==> src/rtl/cv32e40x_rf_scoreboard.sv <==
// Register-file RAW hazard scoreboard for out-of-order writebacks (offloaded and multi-cycle loads).
// Define CV32E40X_SCOREBOARD_WAW_EN to also block issue on a pending write to the same rd.
module cv32e40x_rf_scoreboard #(
  parameter int DEPTH          = 4,
  parameter int ID_WIDTH       = 4,
  parameter int NUM_READ_PORTS = 2
) (
  input  logic                          clk,
  input  logic                          rst_n,
  input  logic                          issue_valid_i,
  output logic                          issue_ready_o,
  input  logic [4:0]                    issue_rd_i,
  input  logic [ID_WIDTH-1:0]           issue_id_i,
  input  logic                          commit_valid_i,
  input  logic [ID_WIDTH-1:0]           commit_id_i,
  input  logic                          commit_kill_i,
  input  logic                          retire_valid_i,
  input  logic [ID_WIDTH-1:0]           retire_id_i,
  input  logic                          flush_i,
  input  logic [NUM_READ_PORTS-1:0]     rf_re_i,
  input  logic [5*NUM_READ_PORTS-1:0]   rf_raddr_i,
  output logic [NUM_READ_PORTS-1:0]     rf_stall_o,
  output logic                          any_stall_o,
  output logic [$clog2(DEPTH+1)-1:0]    count_o,
  output logic                          empty_o,
  output logic                          full_o,
  output logic                          err_o
);

  localparam int CNT_W = $clog2(DEPTH+1);

  logic [DEPTH-1:0]    r_valid;
  logic [DEPTH-1:0]    r_committed;
  logic [4:0]          r_rd [DEPTH];
  logic [ID_WIDTH-1:0] r_id [DEPTH];
  logic [CNT_W-1:0]    r_count;
  logic                r_err;

  logic [DEPTH-1:0]    w_ret_hit;
  logic [DEPTH-1:0]    w_com_hit;
  logic [DEPTH-1:0]    w_alloc;
  logic                w_alloc_found;
  logic [DEPTH-1:0]    w_valid_nxt;
  logic [DEPTH-1:0]    w_committed_nxt;
  logic [CNT_W-1:0]    w_count_nxt;
  logic                w_err_nxt;
  logic                w_issue_rec;
  logic                w_id_live;

  assign count_o = r_count;
  assign empty_o = (r_count == '0);
  assign full_o  = (r_count == CNT_W'(DEPTH));
  assign err_o   = r_err;

  // Tag matching is done against the current state only, so a retire and a
  // commit of the same tag in one cycle both hit and neither raises err.
  always_comb begin
    w_ret_hit = '0;
    w_com_hit = '0;
    w_id_live = 1'b0;
    for (int e = 0; e < DEPTH; e++) begin
      w_ret_hit[e] = retire_valid_i && r_valid[e] && (r_id[e] == retire_id_i);
      w_com_hit[e] = commit_valid_i && r_valid[e] && (r_id[e] == commit_id_i);
      if (r_valid[e] && (r_id[e] == issue_id_i)) w_id_live = 1'b1;
    end
  end

`ifdef CV32E40X_SCOREBOARD_WAW_EN
  logic w_waw_hit;

  always_comb begin
    w_waw_hit = 1'b0;
    for (int e = 0; e < DEPTH; e++) begin
      if (r_valid[e] && (r_rd[e] == issue_rd_i)) w_waw_hit = 1'b1;
    end
  end

  assign issue_ready_o = !full_o && !(w_waw_hit && (issue_rd_i != 5'd0));
`else
  // Ready comes only from the registered count, never from this cycle's retire.
  assign issue_ready_o = !full_o;
`endif

  assign w_issue_rec = issue_valid_i && issue_ready_o && (issue_rd_i != 5'd0) && !flush_i;

  // NOTE: every variable driven here gets a default first so no latch is inferred.
  always_comb begin
    w_alloc       = '0;
    w_alloc_found = 1'b0;
    for (int e = 0; e < DEPTH; e++) begin
      if (!r_valid[e] && !w_alloc_found) begin
        w_alloc[e]    = 1'b1;
        w_alloc_found = 1'b1;
      end
    end
  end

  // Precedence per entry: retire, then kill/flush, then commit; a slot freed
  // this cycle is still seen as valid and cannot be reallocated until next cycle.
  always_comb begin
    w_valid_nxt     = r_valid;
    w_committed_nxt = r_committed;
    for (int e = 0; e < DEPTH; e++) begin
      if (r_valid[e]) begin
        if (w_ret_hit[e])                         w_valid_nxt[e] = 1'b0;
        else if (w_com_hit[e] && commit_kill_i)   w_valid_nxt[e] = 1'b0;
        else if (flush_i && !r_committed[e])      w_valid_nxt[e] = 1'b0;
        else if (w_com_hit[e])                    w_committed_nxt[e] = 1'b1;
      end else if (w_alloc[e] && w_issue_rec) begin
        w_valid_nxt[e]     = 1'b1;
        w_committed_nxt[e] = 1'b0;
      end
    end
  end

  always_comb begin
    w_count_nxt = '0;
    for (int e = 0; e < DEPTH; e++) begin
      w_count_nxt = w_count_nxt + CNT_W'(w_valid_nxt[e]);
    end
  end

  assign w_err_nxt = (commit_valid_i && (w_com_hit == '0)) ||
                     (retire_valid_i && (w_ret_hit == '0));

  // NOTE: sequential state is updated with non-blocking assignments only.
  always_ff @(posedge clk or negedge rst_n) begin
    if (!rst_n) begin
      r_valid     <= '0;
      r_committed <= '0;
      r_count     <= '0;
      r_err       <= 1'b0;
    end else begin
      r_valid     <= w_valid_nxt;
      r_committed <= w_committed_nxt;
      r_count     <= w_count_nxt;
      r_err       <= w_err_nxt;
    end
  end

  // NOTE: the rd/id payload is not reset; it is only ever observed through r_valid.
  always_ff @(posedge clk) begin
    for (int e = 0; e < DEPTH; e++) begin
      if (w_alloc[e] && w_issue_rec) begin
        r_rd[e] <= issue_rd_i;
        r_id[e] <= issue_id_i;
      end
    end
  end

  always_comb begin
    rf_stall_o = '0;
    for (int p = 0; p < NUM_READ_PORTS; p++) begin
      for (int e = 0; e < DEPTH; e++) begin
        if (rf_re_i[p] && (rf_raddr_i[5*p +: 5] != 5'd0) &&
            r_valid[e] && (r_rd[e] == rf_raddr_i[5*p +: 5])) begin
          rf_stall_o[p] = 1'b1;
        end
      end
    end
  end

  assign any_stall_o = |rf_stall_o;

  a_no_dup_id: assert property (@(posedge clk) disable iff (!rst_n)
    w_issue_rec |-> !w_id_live);

endmodule

==> config.mk <==
export PLATFORM = sky130hd
export DESIGN_NAME = cv32e40x_rf_scoreboard
export DESIGN_NICKNAME = d
export VERILOG_FILES = /design/src/rtl/cv32e40x_rf_scoreboard.sv
export SDC_FILE = /design/constraint.sdc
export NUM_CORES = 1
export LEC_CHECK = 0
export ABC_AREA = 1
export ABC_CLOCK_PERIOD_IN_PS = 2150
export CAP_MARGIN = 0
export CORE_ASPECT_RATIO = 1.5
export CORE_MARGIN = 2
export CORE_UTILIZATION = 25
export DETAILED_ROUTE_END_ITERATION = 8
export PLACE_DENSITY = 0.57
export SLEW_MARGIN = 20
export SYNTH_ARGS = -nofsm -noshare
export SYNTH_HDL_FRONTEND = slang
export SYNTH_SLANG_ARGS = --single-unit
==> constraint.sdc <==
create_clock -name clk -period 2.15 [get_ports clk]
set_input_delay 0.215 -clock clk [delete_from_list [all_inputs] [get_ports clk]]
set_output_delay 0.215 -clock clk [all_outputs]
set_load 0.02 [all_outputs]
* Yosys cells after proc, flatten, opt, wreduce, memory -nomap -nowiden
Memories as Yosys holds them, arrays and structs flattened.
Cells that the tools add are included.
** Cells by class
- $add $sub $neg :: 3
- Mux-type cells :: 80
- Reductions and logical operators :: 87
- Eq/ne operators :: 33
** Operator list (number)
- $mux W1 :: 68
- $logic_and A1 B1 Y1 :: 54
- $eq A5 B5 Y1 :: 8
- $eq A4 B4 Y1 :: 8
- $ne A2 B2 Y1 const B :: 12
- $reduce_and A5 Y1 :: 4
- $mux W5 :: 3
- $reduce_bool A5 Y1 :: 3
- $reduce_or A5 Y1 :: 3
- $mux W2 :: 6
- $mux W4 :: 3
- $reduce_or A4 Y1 :: 3
- $logic_not A1 Y1 :: 11
- $logic_not A4 Y1 :: 2
- $ne A2 B1 Y1 const B :: 4
- $reduce_bool A2 Y1 :: 4
- $add A2 B1 Y3 :: 1
- $add A3 B1 Y3 :: 1
- $eq A3 B3 Y1 const B :: 1
- $logic_not A3 Y1 :: 1
- $add A1 B1 Y2 :: 1
- $reduce_or A2 Y1 :: 1
- $logic_or A1 B1 Y1 :: 1
** Storage, ports and cells
- Output and inout bits :: 10
- Input bits :: 36
- Logic and storage cells :: 212
- RAM bits :: 36
- Register bits :: 12
- Memories kept :: 2
** Memories
- r_rd :: depth 4, width 5, rd ports 4, clocked after memory_dff 0, write ports 1, line 34 : logic [4:0] r_rd [DEPTH];
- r_id :: depth 4, width 4, rd ports 4, clocked after memory_dff 0, write ports 1, line 35 : logic [ID_WIDTH-1:0] r_id [DEPTH];

* Depth between registers and ports, before layout
- Word-level depth :: 14
- Depth in mapped cells :: 14
- Mapped depth without buffers :: 14

* Least setup slack after synthesis
No wires, ideal clock.
- Kind :: register -> register
- Start point :: reg r_count[1], in the netlist count_o[1]
- End point :: reg r_count[1], in the netlist count_o[1]
- Setup time :: 0.126 ns
- Arrival time :: 2.412 ns
- Cell stages (with the launch flop) :: 12
- Data required time :: 2.024 ns
- Buffers on the path :: 0
- Path slack :: -0.388 ns
- Clock period less this slack :: 2.538 ns
- Path through :: dfrtp_1 nor2_1 a21oi_2 nand2_1 nor3_2 inv_1 nand2_1 inv_2 fa_1 inv_1 ha_1 ha_1
** Between the ends
- Longest elaborated chain between the ends :: 11
- Elaborated cells between the ends (all ways) :: 20
- Those cells by class :: add/sub: 3; eq/ne: 1; mux: 8; reduce/logical: 8
** Ends and longest elaborated chain
- start: declaration :: line 36 : logic [CNT_W-1:0] r_count;
- start signal: assignment :: line 136 : r_count <= w_count_nxt;
- $eq A3 B3 Y1 :: line 52 : assign full_o = (r_count == CNT_W'(DEPTH));
- $logic_not A1 Y1 :: line 81 : assign issue_ready_o = !full_o;
- $logic_and A1 B1 Y1 (3 in series) :: line 84 : assign w_issue_rec = issue_valid_i && issue_ready_o && (issue_rd_i != 5'd0) && !flush_i;
- $logic_and A1 B1 Y1 :: line 109 : end else if (w_alloc[e] && w_issue_rec) begin
- $mux W1 :: line 109
- $mux W1 :: line 104 : if (r_valid[e]) begin
- net w_valid_nxt[1] :: line 43 : logic [DEPTH-1:0] w_valid_nxt;
- $add A1 B1 Y2 :: line 119 : w_count_nxt = w_count_nxt + CNT_W'(w_valid_nxt[e]);
- $add A2 B1 Y3 :: line 119
- $add A3 B1 Y3 :: line 119
- net w_count_nxt[1] :: line 45 : logic [CNT_W-1:0] w_count_nxt;
The timed path passes the listed nets, and every way through them passes these cells.
A chain may end at the register's enable or synchronous reset.

==> summary.md <==
| Metric | Value |
|---|---|
| Die Wd | 92.7 microns |
| Initial antenna violation count | 0 |
| Hold_ws | 0.304 ns |
| Area Growth Syn to Fin | 48.8% |
| Largest family of logic cells by synthesized area | simple AND/OR/NAND/NOR gates |
| WL per Instance | 14.5 microns |
| Area share of fa/ha/maj cells after synthesis | 1.53% |
| Core Box Area | 11500 sq um |
| WL final | between 9000 and 10000 microns |
| Failing checks | setup timing |
| P per Cell Area | 549 nW/um^2 |
| Clock tree sinks | 48 |
| Final period util | 102% |
| CTS Root Cell | clkbuf_16 |
| Global-route wire length before repair | 14400 microns |
| Cells after DPL | 628 |
| CP peak stage delay | 0.56 ns |
| Clock latency on the worst-skew pair | approximately 0.29 ns |
| Remaining Overflow, GRT | 0 |
| Initial Utilization | 25.6% |
| HP Class | primary input to asynchronous set/reset pin |
| Critical Path Slowest Stage Cell | fa_1 |
| Setup ws final | -0.0477 ns |
| Headroom to the max-slew limit | about 60% |
| Port Buffers | 45 |
| Global Route Usage Sum | between 15 and 20% |
| Layout cell share with drive strength beyond 1 | between 20% and 30% |
| TritonCTS Buffers | 5 |
| Synthesized area per cell | approximately 7.7 sq um |
| Compound-cell area share of the yosys netlist | 8.44% |
| Routability Congestion | about 0.92 |
| Clock Skews | between 0.003 and 0.004 ns |
| Max Fclk | 455 MHz |
| Die area | 12700 sq um |
| Worst EP arrival | approximately 2.4 ns |
| Seq cells post-synth | 48 |
| Min Tclk post-route | around 2.2 ns |
| Worst path required time | ~2.4 ns |
| Grt peak-use layer | met2 |
| Post-DRT Antenna Nets | 0 |
| Post-synth EDFFs | 36 |
| Clock slew at reported path FFs | 0.06 ns |
| Drt pass-1 iters | 5 |
| Asr flop ratio synth | 25.0% |
| Synth area leader | edfxtp_1 |
| Post-synthesis instance area | 2950 sq um |
| Row count | 48 |
| Vias in the first global route | 3062 |
| Via count | 2991 |
| Final Max Tran Viols | 0 |
| Mapped Cells | 385 |
| Post-synth top flop | edfxtp_1 |
| Met3 global-route usage | under 10% |
| Tightest Pin Transition | ~0.60 ns |
| Peak VDD IR | approximately 0.5 mV |
| Leak Pwr | 2.06 nW |
| CTS Hold Bufs | 0 |
| Synth cell types | 34 |
| Synth Area in Simple Gates | 31.7% |
| Synth area leaders | edfxtp_1 37%, nand2_1 14%, dfrtp_1 10% |
| Ant diodes | 0 |
| RSZ-0062 raised after global routing | yes |
| H-Tree Depth | 2 |
| Mux share of post-synthesis cell area | 0% |
| HPWL after DPL | 7470 microns |
| Met2 Usage GRT | between 20% and 30% |
| NumNets Final | 544 |
| Drt drc | 0 |
| Crit start category | register |
| Crit Path Category | register to register |
| CTS tree | built |
| Most frequent cells in the layout | 95 x nand2_1, 67 x buf_4, 47 x inv_1, 44 x nor2_1, 36 x edfxtp_1 |
| Critical path cell sequence | inv_2, nand2_1, nand2_1, nor2_1, nand2_1, nor2_2, nand2_1, nand4_1, nand2_1, inv_2, fa_1, inv_2, ha_4, ha_4 |
| Clock Path Buffers | 2 |
| M1 GR Usage | between 10 and 15% |
| FILL cells | 1195 |
| Crit path capture type | register |
| Final hold vios | 0 |
| DR iter-0 viols | 107 |
| Vias per cell | 4.56 |
| Status | finished, violations left |
| Critical path fanouts, max | 3 |
| Ports | 46 |
| Post-Synth XOR/XNOR Area | 2.97% |
| Ys Warns | 0 |
| Top cell by count, worst path | nand2_1 |
| Chip height | 137 microns |
| Final setup fails | 1 |
| Syn nets | 424 |
| Top cell type's share of synthesized area | about 37% |
| Register area share after synthesis | between 40% and 50% |
| Largest net degree at the start of global routing | 16 |
| Commonest non-fill, non-tap cell in the layout | nand2_1 |
| Max cap viols | 0 |
| Fin cells | 656 |
-- worst max-delay path, delay by kind of cell (launching register included) --
family | cells | cell delay, ns
fa+ha+maj | 3 | 0.96
simple gates | 8 | 0.59
flops | 1 | 0.41
buf+inv | 3 | 0.20
-- worst paths after layout --
kind,end,slack [ns],startpoint,cells after the start
worst max-delay path,count_o[1],-0.05,r_id[1][0],14
worst min register to register,r_committed[0],0.48,r_committed[0],2
max in group asynchronous,r_valid[3],1.42,rst_n,1
worst max register to register,count_o[1],-0.05,r_id[1][0],14
worst min-delay path,err_o,0.30,rst_n,1
min in group clk,r_rd[1][3],0.35,issue_rd_i[3],1
-- sequential cells by signal, summed over array words and instances, names as in the netlist --
name and count:
r_committed 4, r_valid 4, count_o 3, r_id 16, r_rd 20, err_o 1
-- synthesized netlist by cell type (2+ instances only) --
library cell  instances
inv_1                57
and2_1                2
edfxtp_1             36
a21oi_1               9
nor3_2                3
dfrtp_1              12
xor2_1                9
or2_0                 2
ha_1                  2
nor3_1                8
o21bai_1              2
nand2_2               3
o22ai_1              12
nor2_2                3
nand2_1             107
nand4_1               8
o21ai_0              15
nand3_1              23
nor2_1               48
o211ai_1              2
inv_2                 8
buf_2                 2
-- report_power, final --
part / switching, mW / total, mW / leakage (nW) / internal, mW
Clock: 0.321 / 0.867 / 0.0798 / 0.546
Combinational: 0.254 / 0.478 / 1.51 / 0.224
Sequential: 0.0277 / 1.07 / 0.480 / 1.04
Total: 0.603 / 2.41 / 2.06 / 1.81
-- final cells by class --
cell class / instances / area (sq um) / area share, %
Sequential cell: 48 / 1390 / 31.6
Clock inverter: 3 / 42.5 / 0.968
Multi-Input combinational cell: 270 / 1440 / 32.7
Inverter: 65 / 244 / 5.55
Tap cell: 150 / 188 / 4.27
Clock buffer: 5 / 125 / 2.85
Timing Repair Buffer: 115 / 971 / 22.1
-- per-stage QoR --
| stage | area, sq um | setup slack (ns) | util [%] | power, mW | TNS, ns |
|---|---|---|---|---|---|
| after floorplan | 2970 | -0.200 | - | 1.27 | -0.348 |
| after global placement | 3980 | -0.437 | 34.5 | 1.53 | -1.71 |
| after detailed placement | 3980 | -0.434 | 34.5 | 1.53 | -1.72 |
| after CTS | 4310 | -0.0243 | 37.3 | 2.41 | -0.0266 |
| after global routing | 4390 | -0.130 | 38.1 | 2.50 | -0.244 |
| final | 4390 | -0.0477 | 38.1 | 2.41 | -0.0477 |
-- cell families after synthesis --
family                   after synthesis
flip-flops                            48
XOR/XNOR                              10
AND/OR/NAND/NOR                      214
buffers and inverters                 67
AO/OA/AOI/OAI                         43
adder cells (fa/ha/maj)                3
-- repair_timing --
item,4_1_cts,5_1_grt
setup endpoints to repair,6,7
pin swaps,17,20
buffers inserted,20,2
gates resized for setup,29,32
-- per-layer routing --
layer / up-vias / share of wire (%)
met1: 1379 / 35
li1: 1486 / -
met2: 89 / 55
met5: - / 0
met3: 37 / 3.4
met4: 0 / 6.4
(Power assumes the default switching activity.)
